## config.mk

```make
export PLATFORM = sky130hd
export DESIGN_NAME = spi_cmd_decoder
export DESIGN_NICKNAME = d
export VERILOG_FILES = /design/src/rtl/spi_gpu_pkg.sv /design/src/rtl/spi_cmd_decoder.sv
export SDC_FILE = /design/constraint.sdc
export NUM_CORES = 1
export LEC_CHECK = 0
export CAP_MARGIN = 5
export CORE_AREA = 2 2 80 82
export CTS_CLUSTER_DIAMETER = 80
export DETAILED_ROUTE_END_ITERATION = 12
export DIE_AREA = 0 0 82 84
export PLACE_DENSITY = 0.73
export SETUP_SLACK_MARGIN = 0.1
export SLEW_MARGIN = 20
export SYNTH_ARGS = -nofsm -noshare
export SYNTH_HDL_FRONTEND = slang
export SYNTH_SLANG_ARGS = --single-unit
```

## constraint.sdc

```tcl
create_clock -name clk_sys -period 1.8 [get_ports clk_sys]
set_input_delay 0.27 -clock clk_sys [delete_from_list [all_inputs] [get_ports clk_sys]]
set_output_delay 0.27 -clock clk_sys [all_outputs]
set_load 0.05 [all_outputs]
```

## src/rtl/spi_gpu_pkg.sv

```systemverilog
// Shared definitions for the SPI command decoder: opcodes, decoder states and
// status byte layout. The FILL states exist only when SPI_CMD_FILL_EN is defined.
package spi_gpu_pkg;

   localparam logic [7:0] OP_WRITE      = 8'h01;
   localparam logic [7:0] OP_FILL       = 8'h02;
   localparam logic [7:0] OP_SET_CTRL   = 8'h03;
   localparam logic [7:0] OP_CLR_STATUS = 8'h81;

   localparam int ST_BUSY_BIT = 7;
   localparam int ST_OVF_BIT  = 6;
   localparam int ST_ERR_BIT  = 5;

   typedef enum logic [3:0] {
      IDLE,
      ADDR_H,
      ADDR_L,
      WDATA,
      CTRL,
      DISCARD
`ifdef SPI_CMD_FILL_EN
      ,
      CNT_H,
      CNT_L,
      FILL_VAL,
      FILL_RUN
`endif
   } state_t;

   // Status byte returned to the SPI host; low bits reserved as zero.
   function automatic logic [7:0] status_byte(input logic busy, input logic ovf,
                                              input logic err);
      logic [7:0] s;
      s              = 8'h00;
      s[ST_BUSY_BIT] = busy;
      s[ST_OVF_BIT]  = ovf;
      s[ST_ERR_BIT]  = err;
      return s;
   endfunction

endpackage

```

## src/rtl/spi_cmd_decoder.sv

```systemverilog
// SPI command decoder: turns received SPI bytes into framebuffer writes,
// fills and control-register updates. Build option SPI_CMD_FILL_EN adds the
// FILL command (count-driven burst of identical writes); without it opcode
// 0x02 is treated as unknown.
module spi_cmd_decoder
   import spi_gpu_pkg::*;
#(
   parameter int ADDR_W = 16
) (
   input  logic              clk_sys,
   input  logic              rst_n,
   input  logic              rx_ready,
   input  logic [7:0]        rx_data,
   input  logic              cs_active,
   output logic [7:0]        tx_data,
   output logic              fb_we,
   output logic [ADDR_W-1:0] fb_addr,
   output logic [7:0]        fb_wdata,
   output logic [7:0]        ctrl_reg
);

   state_t            state;
   logic [7:0]        addr_hi;
   logic [ADDR_W-1:0] addr;
   logic              ovf;
   logic              err_op;
   logic              busy;
   logic [15:0]       addr_full;

   // Address bytes arrive MSB first; the low ADDR_W bits are kept.
   assign addr_full = {addr_hi, rx_data};

`ifdef SPI_CMD_FILL_EN
   logic        op_fill;
   logic [15:0] count;
   logic [7:0]  fill_val;

   assign busy = (state == FILL_RUN);
`else
   assign busy = 1'b0;
`endif

   // Command FSM with registered framebuffer strobe, control register and status.
   always_ff @(posedge clk_sys or negedge rst_n) begin
      if (!rst_n) begin
         state    <= IDLE;
         addr_hi  <= 8'h00;
         addr     <= '0;
         ovf      <= 1'b0;
         err_op   <= 1'b0;
         fb_we    <= 1'b0;
         fb_addr  <= '0;
         fb_wdata <= 8'h00;
         ctrl_reg <= 8'h00;
         tx_data  <= 8'h00;
`ifdef SPI_CMD_FILL_EN
         op_fill  <= 1'b0;
         count    <= 16'h0000;
         fill_val <= 8'h00;
`endif
      end else begin
         fb_we   <= 1'b0;
         tx_data <= status_byte(busy, ovf, err_op);

         case (state)
            IDLE: begin
               if (rx_ready) begin
                  case (rx_data)
                     OP_WRITE: begin
                        state <= ADDR_H;
`ifdef SPI_CMD_FILL_EN
                        op_fill <= 1'b0;
`endif
                     end
`ifdef SPI_CMD_FILL_EN
                     OP_FILL: begin
                        state   <= ADDR_H;
                        op_fill <= 1'b1;
                     end
`endif
                     OP_SET_CTRL: state <= CTRL;
                     OP_CLR_STATUS: begin
                        ovf    <= 1'b0;
                        err_op <= 1'b0;
                     end
                     default: begin
                        err_op <= 1'b1;
                        state  <= DISCARD;
                     end
                  endcase
               end
            end

            ADDR_H: begin
               if (rx_ready) begin
                  addr_hi <= rx_data;
                  state   <= ADDR_L;
               end
            end

            ADDR_L: begin
               if (rx_ready) begin
                  addr <= addr_full[ADDR_W-1:0];
`ifdef SPI_CMD_FILL_EN
                  state <= op_fill ? CNT_H : WDATA;
`else
                  state <= WDATA;
`endif
               end
            end

            // Streamed write data; address auto-increments and wraps.
            WDATA: begin
               if (rx_ready) begin
                  fb_we    <= 1'b1;
                  fb_addr  <= addr;
                  fb_wdata <= rx_data;
                  addr     <= addr + ADDR_W'(1);
               end
            end

            CTRL: begin
               if (rx_ready) begin
                  ctrl_reg <= rx_data;
                  state    <= IDLE;
               end
            end

            // Rest of the transaction is ignored after an unknown opcode.
            DISCARD: ;

`ifdef SPI_CMD_FILL_EN
            CNT_H: begin
               if (rx_ready) begin
                  count[15:8] <= rx_data;
                  state       <= CNT_L;
               end
            end

            CNT_L: begin
               if (rx_ready) begin
                  count[7:0] <= rx_data;
                  state      <= FILL_VAL;
               end
            end

            // A zero count skips the run entirely.
            FILL_VAL: begin
               if (rx_ready) begin
                  fill_val <= rx_data;
                  state    <= (count == 16'h0000) ? IDLE : FILL_RUN;
               end
            end

            // One write per cycle; incoming bytes cannot be honoured here.
            FILL_RUN: begin
               if (rx_ready) ovf <= 1'b1;
               fb_we    <= 1'b1;
               fb_addr  <= addr;
               fb_wdata <= fill_val;
               addr     <= addr + ADDR_W'(1);
               count    <= count - 16'd1;
               if (count == 16'd1) state <= IDLE;
            end
`endif

            default: state <= IDLE;
         endcase

         // Chip-select release ends any transaction except a running fill;
         // a byte arriving on the same edge has already been acted on above.
         if (!cs_active && !busy) state <= IDLE;
      end
   end

endmodule

```

==> results.cfg, run 1 <==
[final_layout]
finalNetCount = 385
fillCellCount = 541
drive_gt1_share_pct = 28.9
fin_cells = 454
final_area_um2 = 3900
n_antenna_cell = 0
area_growth_pct = 33.4
reg_top3 = addr x16, fb_addr x16

[floorplan]
rows = 29
die_w_um = 82
coreArea_um2 = 6100
initial_core_util_pct = 47.9
die_h_um = 84
io_pins = 53
die_area_um2 = 6890

[yosys]
yosysSeqAreaShare_pct = 53.1
synthArstFlopShare_pct = 100
synth-seq-cells = 62
synth_area_leader_cell = dfrtp_1
syn_area_um2 = 2920
synthFlopType = dfrtp_1
netlist_top_cells_area = dfrtp_1 53%, nand2_1 9.5%, mux2_2 6.2%
syn_area_per_cell_um2 = 10.1
synth-edff-count = 0
yosys.area.top_type_share_pct = 53.1
synthCells = 289
synth.distinct_cells = 51
yosys_warnings = 0

[timing]
rsz0062_at_grt = true
min_period_ps = 1640
tightest_slew_ps = 550
finalSetupViolations = 0
max_clock_freq_ghz = 0.608
setup_tns_ps = 0
hold_violations = 0
min_period_over_period_pct = 91.3
max_slew_margin_pct = 63.3
finalWorstSetupSlack_ps = 156
final_max_slew_viol_count = 0
skew_ps = 7.95

[placed_design]
globalplace.congestion = 0.882
portBuffers = 45
place_inst = 434
dp_hpwl_um = 5020
placed_area_um2 = 3610
pre_cts_ws_ps = -94.5

[outcome]
outcome = completed

[clock_network]
h-tree-depth = 3
cts_tree = built
tritoncts.num_buffers = 9
numClockSinks = 62
clockBufferDepth = 2
root_buffer = clkbuf_8
clk_pin_slew_worst_paths_ps = 70
clk_latency_ps = 350

[global_routing]
grtUsageTotal_pct = 23.4
grt_pass1_wl_um = 12200
grt_max_degree = 24
overflow = 0
grt_pass1_vias = 2541
grt_antenna_before_repair = 0

[setup_path]
worstReg2RegEnd = ctrl_reg[1]
rrSetupSlack_ps = 160
critical_path_arrival_ps = 1870
start_kind = flop
path_class = reg2reg
crit_fanout = 8
r2r-start = state[0]
rr_worst_depth = 5
required_ps = 2030
endpoint_kind = flop

[route]
vias_per_cell = 5.40
ant_nets = 0
firstDrtPassIters = 4
postRouteWirelength_um = 7140
num_vias = 2452
drc_errors = 0
wl_per_cell_um = 15.7
first_iter_violations = 90

[min_path]
min_path_type = reg2reg
hp-start = err_op
hold_path_depth = 0
hold_path_end = tx_data[5]

[pwr]
power.density_nw_per_um2 = 1760
ir_drop_mv = 0.974
p_total_mw = 6.86
power.leakage_nw = 1.88

[run]
max_cap_violations = 0
-- worst max-delay path, cell delays in order (launching register included) --
cell and delay, ps:
dfrtp_2 470, buf_4 180, nor2_1 150, and3_1 200
buf_4 180, mux2_2 340
-- metrics by stage --
stage	hold WS, ps	util, %
after floorplan	-25.6	-
after global placement	282	59.3
after detailed placement	292	59.3
after CTS	394	63.3
after global routing	416	64.0
final	391	64.0
-- cells in the mapped netlist, types with 3 or more instances --
cell	number
dfrtp_1	62
clkbuf_1	3
buf_2	4
inv_1	5
o32ai_1	3
nand3_1	6
nor3_1	8
mux2_2	16
o21ai_0	11
nand2_1	74
a311oi_1	3
nor2_1	6
a21oi_1	20
nand4_1	3
nor4_1	4
nor3b_1	3
buf_6	3
buf_4	11
a221oi_1	3
-- worst max path at each step --
stage                     startpoint     endpoint  slack (ps)  cells past startpoint
after floorplan              addr[0]     addr[10]         240                      5
after global placement    rx_data[5]     state[0]         -50                      5
after detailed placement  rx_data[6]     state[0]         -90                      5
after CTS                   state[1]  ctrl_reg[1]         110                      5
after global routing         addr[3]      addr[9]          70                      4
final                       state[0]  ctrl_reg[1]         160                      5
-- routing by layer --
| metal | global-route usage [%] | up-vias | share of wire [%] |
|---|---|---|---|
| li1 | - | 1166 | - |
| met1 | 30.9 | 1177 | 44 |
| met2 | 36.6 | 92 | 48 |
| met3 | 6.06 | 17 | 5.5 |
| met4 | 9.24 | 0 | 2.7 |
| met5 | 0 | - | 0 |
-- repair_timing --
action,in CTS,in global routing
setup buffers,1,2
setup endpoints to repair,30,14
resized for setup,24,6
hold buffers,1,0
endpoints found under the hold margin,20,0
-- cells by family (layout without fill, tap and decap cells) --
logic type	count (synthesis)	in the layout	share of synthesized area [%]
compound gates	54	54	11.6
simple gates	126	126	22.3
flops	62	62	53.1
mux	17	17	6.51
other cells	1	7	0.128
buf+inv	28	110	5.95
fa+ha+maj	1	1	0.428
-- final cells by class --
class	instances	area, um2	share of cell area, %
multi-input cells	205	1250	32.2
clock buffers	9	124	3.18
flip-flops and latches	62	1560	40.0
clock inverters	7	113	2.89
repair buffers	87	728	18.7
well taps	77	96.3	2.47
inverters	7	26.3	0.674
-- cell usage in the layout, fill, tap and decap left out, types with 5 or more instances in the layout --
| cell type | Yosys | layout |
|---|---|---|
| a21oi_1 | 20 | 20 |
| clkdlybuf4s50_1 | 0 | 10 |
| nor3_1 | 8 | 8 |
| inv_1 | 5 | 5 |
| buf_4 | 11 | 53 |
| dlygate4sd2_1 | 0 | 20 |
| conb_1 | 1 | 7 |
| dfrtp_1 | 62 | 57 |
| clkbuf_8 | 0 | 9 |
| o21ai_0 | 11 | 11 |
| dfrtp_2 | 0 | 5 |
| mux2_2 | 16 | 16 |
| nand3_1 | 6 | 6 |
| nand2_1 | 74 | 74 |
| nor2_1 | 6 | 6 |
-- where the power goes --
group	internal [mW]	switching (mW)	total (mW)	leakage, nW
registers	2.00	0.479	2.48	0.760
clock network	0.911	0.549	1.46	0.119
logic	0.966	1.95	2.92	0.998
total	3.88	2.98	6.86	1.88
Note: power is estimated with default switching activity, not from simulation.
==> run 2, diff against run 1 <==
CORE_AREA = 8 8 84 86   (was 2 2 80 82)
DIE_AREA = 0 0 92 94   (was 0 0 82 84)
PLACE_DENSITY = 0.76   (was 0.73)
==> results.cfg, run 2 (synthesis gave the netlist of run 1 again) <==
[timing]
setup_tns_ps = 0
finalWorstSetupSlack_ps = 114
skew_ps = 5.32
min_period_over_period_pct = 93.6
max_slew_margin_pct = 64.9
hold_violations = 0
hold_slack_ps = 388
min_period_ps = 1690
finalSetupViolations = 0
rsz0062_at_grt = true
max_clock_freq_ghz = 0.593
final_max_slew_viol_count = 0
tightest_slew_ps = 529

[final_layout]
n_antenna_cell = 0
layout_common_cells = 74 x nand2_1, 60 x dfrtp_1, 54 x buf_4
area_growth_pct = 31.7
drive_gt1_share_pct = 29.3
final_area_um2 = 3850
layout_commonest_cell = nand2_1
finalNetCount = 380
fin_cells = 447
reg_top3 = addr x16, fb_addr x16
utilization_pct = 67.0

[route]
wl_per_cell_um = 16.1
drc_errors = 0
vias_per_cell = 5.43
first_iter_violations = 149
firstDrtPassIters = 4
num_vias = 2426
ant_nets = 0
postRouteWirelength_um = 7190

[placed_design]
placed_area_um2 = 3560
globalplace.congestion = 0.919
dp_hpwl_um = 4930
pre_cts_ws_ps = -70.9
portBuffers = 45
place_inst = 425

[pwr]
swShare_pct = 44.7
clockPowerShare_pct = 18.4
combPwrFrac_pct = 44.8
power.switching_mw = 3.02
ir_drop_mv = 1.11
seq_power_share_pct = 36.8
power.density_nw_per_um2 = 1750
internal_power_mw = 3.73
p_total_mw = 6.75
power.leakage_nw = 1.84

[clock_network]
h-tree-depth = 3
cts_tree = built
root_buffer = clkbuf_8
clk_pin_slew_worst_paths_ps = 70
clk_latency_ps = 340
clockBufferDepth = 2
numClockSinks = 62
tritoncts.num_buffers = 9

[floorplan]
rows = 28
die_h_um = 94
initial_core_util_pct = 50.8
io_pins = 53
coreArea_um2 = 5750
die_w_um = 92
die_area_um2 = 8650

[global_routing]
grt_antenna_before_repair = 0
grt-busiest-layer = met2
overflow = 0
grt_pass1_wl_um = 12200
grt.met3_usage_pct = 7.27
globalRouteMet2Util_pct = 26.8
grt_max_degree = 63
grtUsageTotal_pct = 17.9
grt_pass1_vias = 2440
grt_util_met1_pct = 22.1

[min_path]
min_path_type = reg2reg

[setup_path]
endpoint_kind = flop
start_kind = flop
critical_path_arrival_ps = 1910
crit_fanout = 5
required_ps = 2020
path_class = reg2reg

[run]
max_cap_violations = 0

[outcome]
outcome = completed
==> run 2: cell types whose count changed in the layout (fill, tap and decap cells not counted), moves of 2 or more <==
cell	delta
dfrtp_1	+3
dlygate4sd2_1	-8
dfrtp_2	-3
bufinv_16	-2
buf_12	+2
clkbuf_8	+2
==> run 2: power by group through the flow <==
stage | Clock [mW] | Combinational (mW) | Sequential (mW)
after floorplan | 0 | 0.903 | 3.51
after global placement | 0 | 2.91 | 2.45
after detailed placement | 0 | 2.96 | 2.48
after CTS | 1.26 | 2.94 | 2.45
after global routing | 1.32 | 3.24 | 2.58
final | 1.24 | 3.02 | 2.49
==> run 2: cell type report <==
| cell class | count | area, um2 |
|---|---|---|
| fill | 458 | 1900 |
| sequential | 62 | 1550 |
| multi-input combinational | 205 | 1270 |
| timing repair buffer | 82 | 706 |
| clock buffer | 12 | 155 |
| tap | 75 | 93.8 |
| clock inverter | 4 | 45.0 |
| inverter | 7 | 26.3 |
==> run 2: critical path, cell delays in order, from the launching register on <==
cell and delay (ps):
dfrtp_1 470, ha_4 200, nand3_4 130, or4_4 550, o21ai_1 100, a22oi_1 110
==> run 2: repair_timing <==
action	4_1_cts	5_1_grt
buffers inserted	2	3
setup endpoints to repair	13	6
endpoints found under the hold margin	62	0
resized for setup	12	9
hold buffers	1	0
==> run 2: final timing paths <==
check                         from         end  slack (ps)  cells past startpoint
setup / recovery           addr[0]    addr[10]         110                      5
hold reg to reg             err_op  tx_data[5]         390                      0
max in group asynchronous    rst_n    state[1]        1060                      3
hold / removal              err_op  tx_data[5]         390                      0
min in group asynchronous    rst_n  fb_addr[8]         460                      3
setup reg to reg           addr[0]    addr[10]         110                      5
==> run 2: routing by layer <==
layer	part of all wire, %	wire [um]	up-vias
met4	2.3	162	0
met2	45	3240	94
met5	0	0	-
met3	8.6	621	18
met1	44	3170	1156
li1	-	-	1158
==> run 3, diff against run 2 <==
PLACE_DENSITY = 0.78   (was 0.76)
==> results.cfg, run 3 (synthesis gave the netlist of run 1 again) <==
[route]
drc_errors = 0
first_iter_violations = 122
postRouteWirelength_um = 7160
ant_nets = 0
vias_per_cell = 5.56
firstDrtPassIters = 4
wl_per_cell_um = 16.1
num_vias = 2479

[placed_design]
dp_hpwl_um = 4890
placed_area_um2 = 3560
portBuffers = 45
pre_cts_ws_ps = -109
place_inst = 425
globalplace.congestion = 0.909

[timing]
tightest_slew_ps = 511
max_clock_freq_ghz = 0.603
finalSetupViolations = 0
max_slew_margin_pct = 66.0
hold_violations = 0
min_period_ps = 1660
skew_ps = 8.86
min_period_over_period_pct = 92.2
final_max_slew_viol_count = 0
finalWorstSetupSlack_ps = 141
rsz0062_at_grt = false

[clock_network]
clk_latency_ps = 340
clk_pin_slew_worst_paths_ps = 70
clockBufferDepth = 2
root_buffer = clkbuf_8
numClockSinks = 62
tritoncts.num_buffers = 9
cts_tree = built
h-tree-depth = 3

[pwr]
clockPowerShare_pct = 17.7
internal_power_mw = 3.63
combPwrFrac_pct = 45.0
power.leakage_nw = 1.81
power.switching_mw = 3.01
seq_power_share_pct = 37.4
swShare_pct = 45.3
ir_drop_mv = 1.10
power.density_nw_per_um2 = 1740

[final_layout]
final_area_um2 = 3810
regArea_um2 = 1560
layout_commonest_cell = nand2_1
n_antenna_cell = 0
finalNetCount = 379
drive_gt1_share_pct = 30.5
area_growth_pct = 30.4
reg_top3 = addr x16, fb_addr x16
fillCellCount = 483
layout_common_cells = 74 x nand2_1, 58 x dfrtp_1, 55 x buf_4
multi_input_area_um2 = 1250
fin_cells = 446

[setup_path]
critical_path_arrival_ps = 1880
critPathBufInv = 0
crit_family = simple AND/OR/NAND/NOR gates
crit_fanout = 5
required_ps = 2020
path_cells = ha_2, nand3_4, or4_4, o21ai_1, a22oi_1
path_class = reg2reg
slowest_delay_ps = 540
endpoint_kind = flop
critPathSlowestCell = or4_4
start_kind = flop

[global_routing]
grt_antenna_before_repair = 0
grtUsageTotal_pct = 17.3
grt_pass1_vias = 2508
overflow = 0
grt_pass1_wl_um = 12000
grt_max_degree = 63

[run]
max_cap_violations = 0

[floorplan]
rows = 28
initial_core_util_pct = 50.8
coreArea_um2 = 5750
die_w_um = 92
die_h_um = 94
die_area_um2 = 8650
io_pins = 53

[outcome]
outcome = completed

[min_path]
min_path_type = reg2reg
[run 3: cell types whose count changed in the layout (fill, tap and decap cells not counted), sizes merged]
cell / previous run / this run
clkinvlp: 0 / 2
clkinv: 3 / 4
dlygate4sd2: 12 / 10
buf: 59 / 60
clkbuf: 12 / 9
[run 3: final timing paths]
check                             start          end  slack (ps)  depth (start not counted)
worst min register to register   err_op   tx_data[5]         390                          0
worst max register to register  addr[0]     addr[10]         140                          5
min in group asynchronous         rst_n  fb_wdata[3]         460                          3
worst min-delay path             err_op   tx_data[5]         390                          0
worst max-delay path            addr[0]     addr[10]         140                          5
max in group asynchronous         rst_n     state[2]        1040                          3
[run 3: layout make-up]
type	instances	area share, %
clock buffer	9	3.25
clock inverter	7	1.71
inverter	7	0.689
multi-input combinational	205	32.8
sequential	62	40.8
tap	75	2.46
timing repair buffer	81	18.3
[run 3: metrics by stage]
stage | hold slack (ps) | total power [mW] | util, % | setup TNS [ps]
after CTS | 391 | 6.61 | 65.7 | 0
final | 392 | 6.64 | 66.3 | 0
after floorplan | -25.6 | 4.42 | - | 0
after global routing | 415 | 7.02 | 66.3 | 0
after detailed placement | 308 | 5.42 | 61.9 | -262
after global placement | 303 | 5.35 | 61.9 | -130
[run 3: per-layer routing]
layer / part of all wire [%] / GRT usage [%] / routed length [um]
met1: 43 / 20.8 / 3040
met2: 46 / 26.6 / 3280
met3: 8.5 / 6.31 / 607
met4: 3.3 / 9.26 / 233
met5: 0 / 0 / 0
[run 3: power groups by stage]
stage	Sequential (mW)	Combinational, mW	Clock [mW]
after global placement	2.45	2.91	0
after floorplan	3.51	0.903	0
final	2.48	2.98	1.17
after detailed placement	2.47	2.95	0
after CTS	2.45	2.97	1.19
after global routing	2.56	3.20	1.26
[run 3: what timing repair did]
action / CTS / global route
hold endpoints to repair: 62 / 0
resized for setup: 10 / 9
hold buffers: 1 / 0
endpoints found under the setup margin: 11 / 15
setup buffers: 4 / 0
cloned: 0 / 0
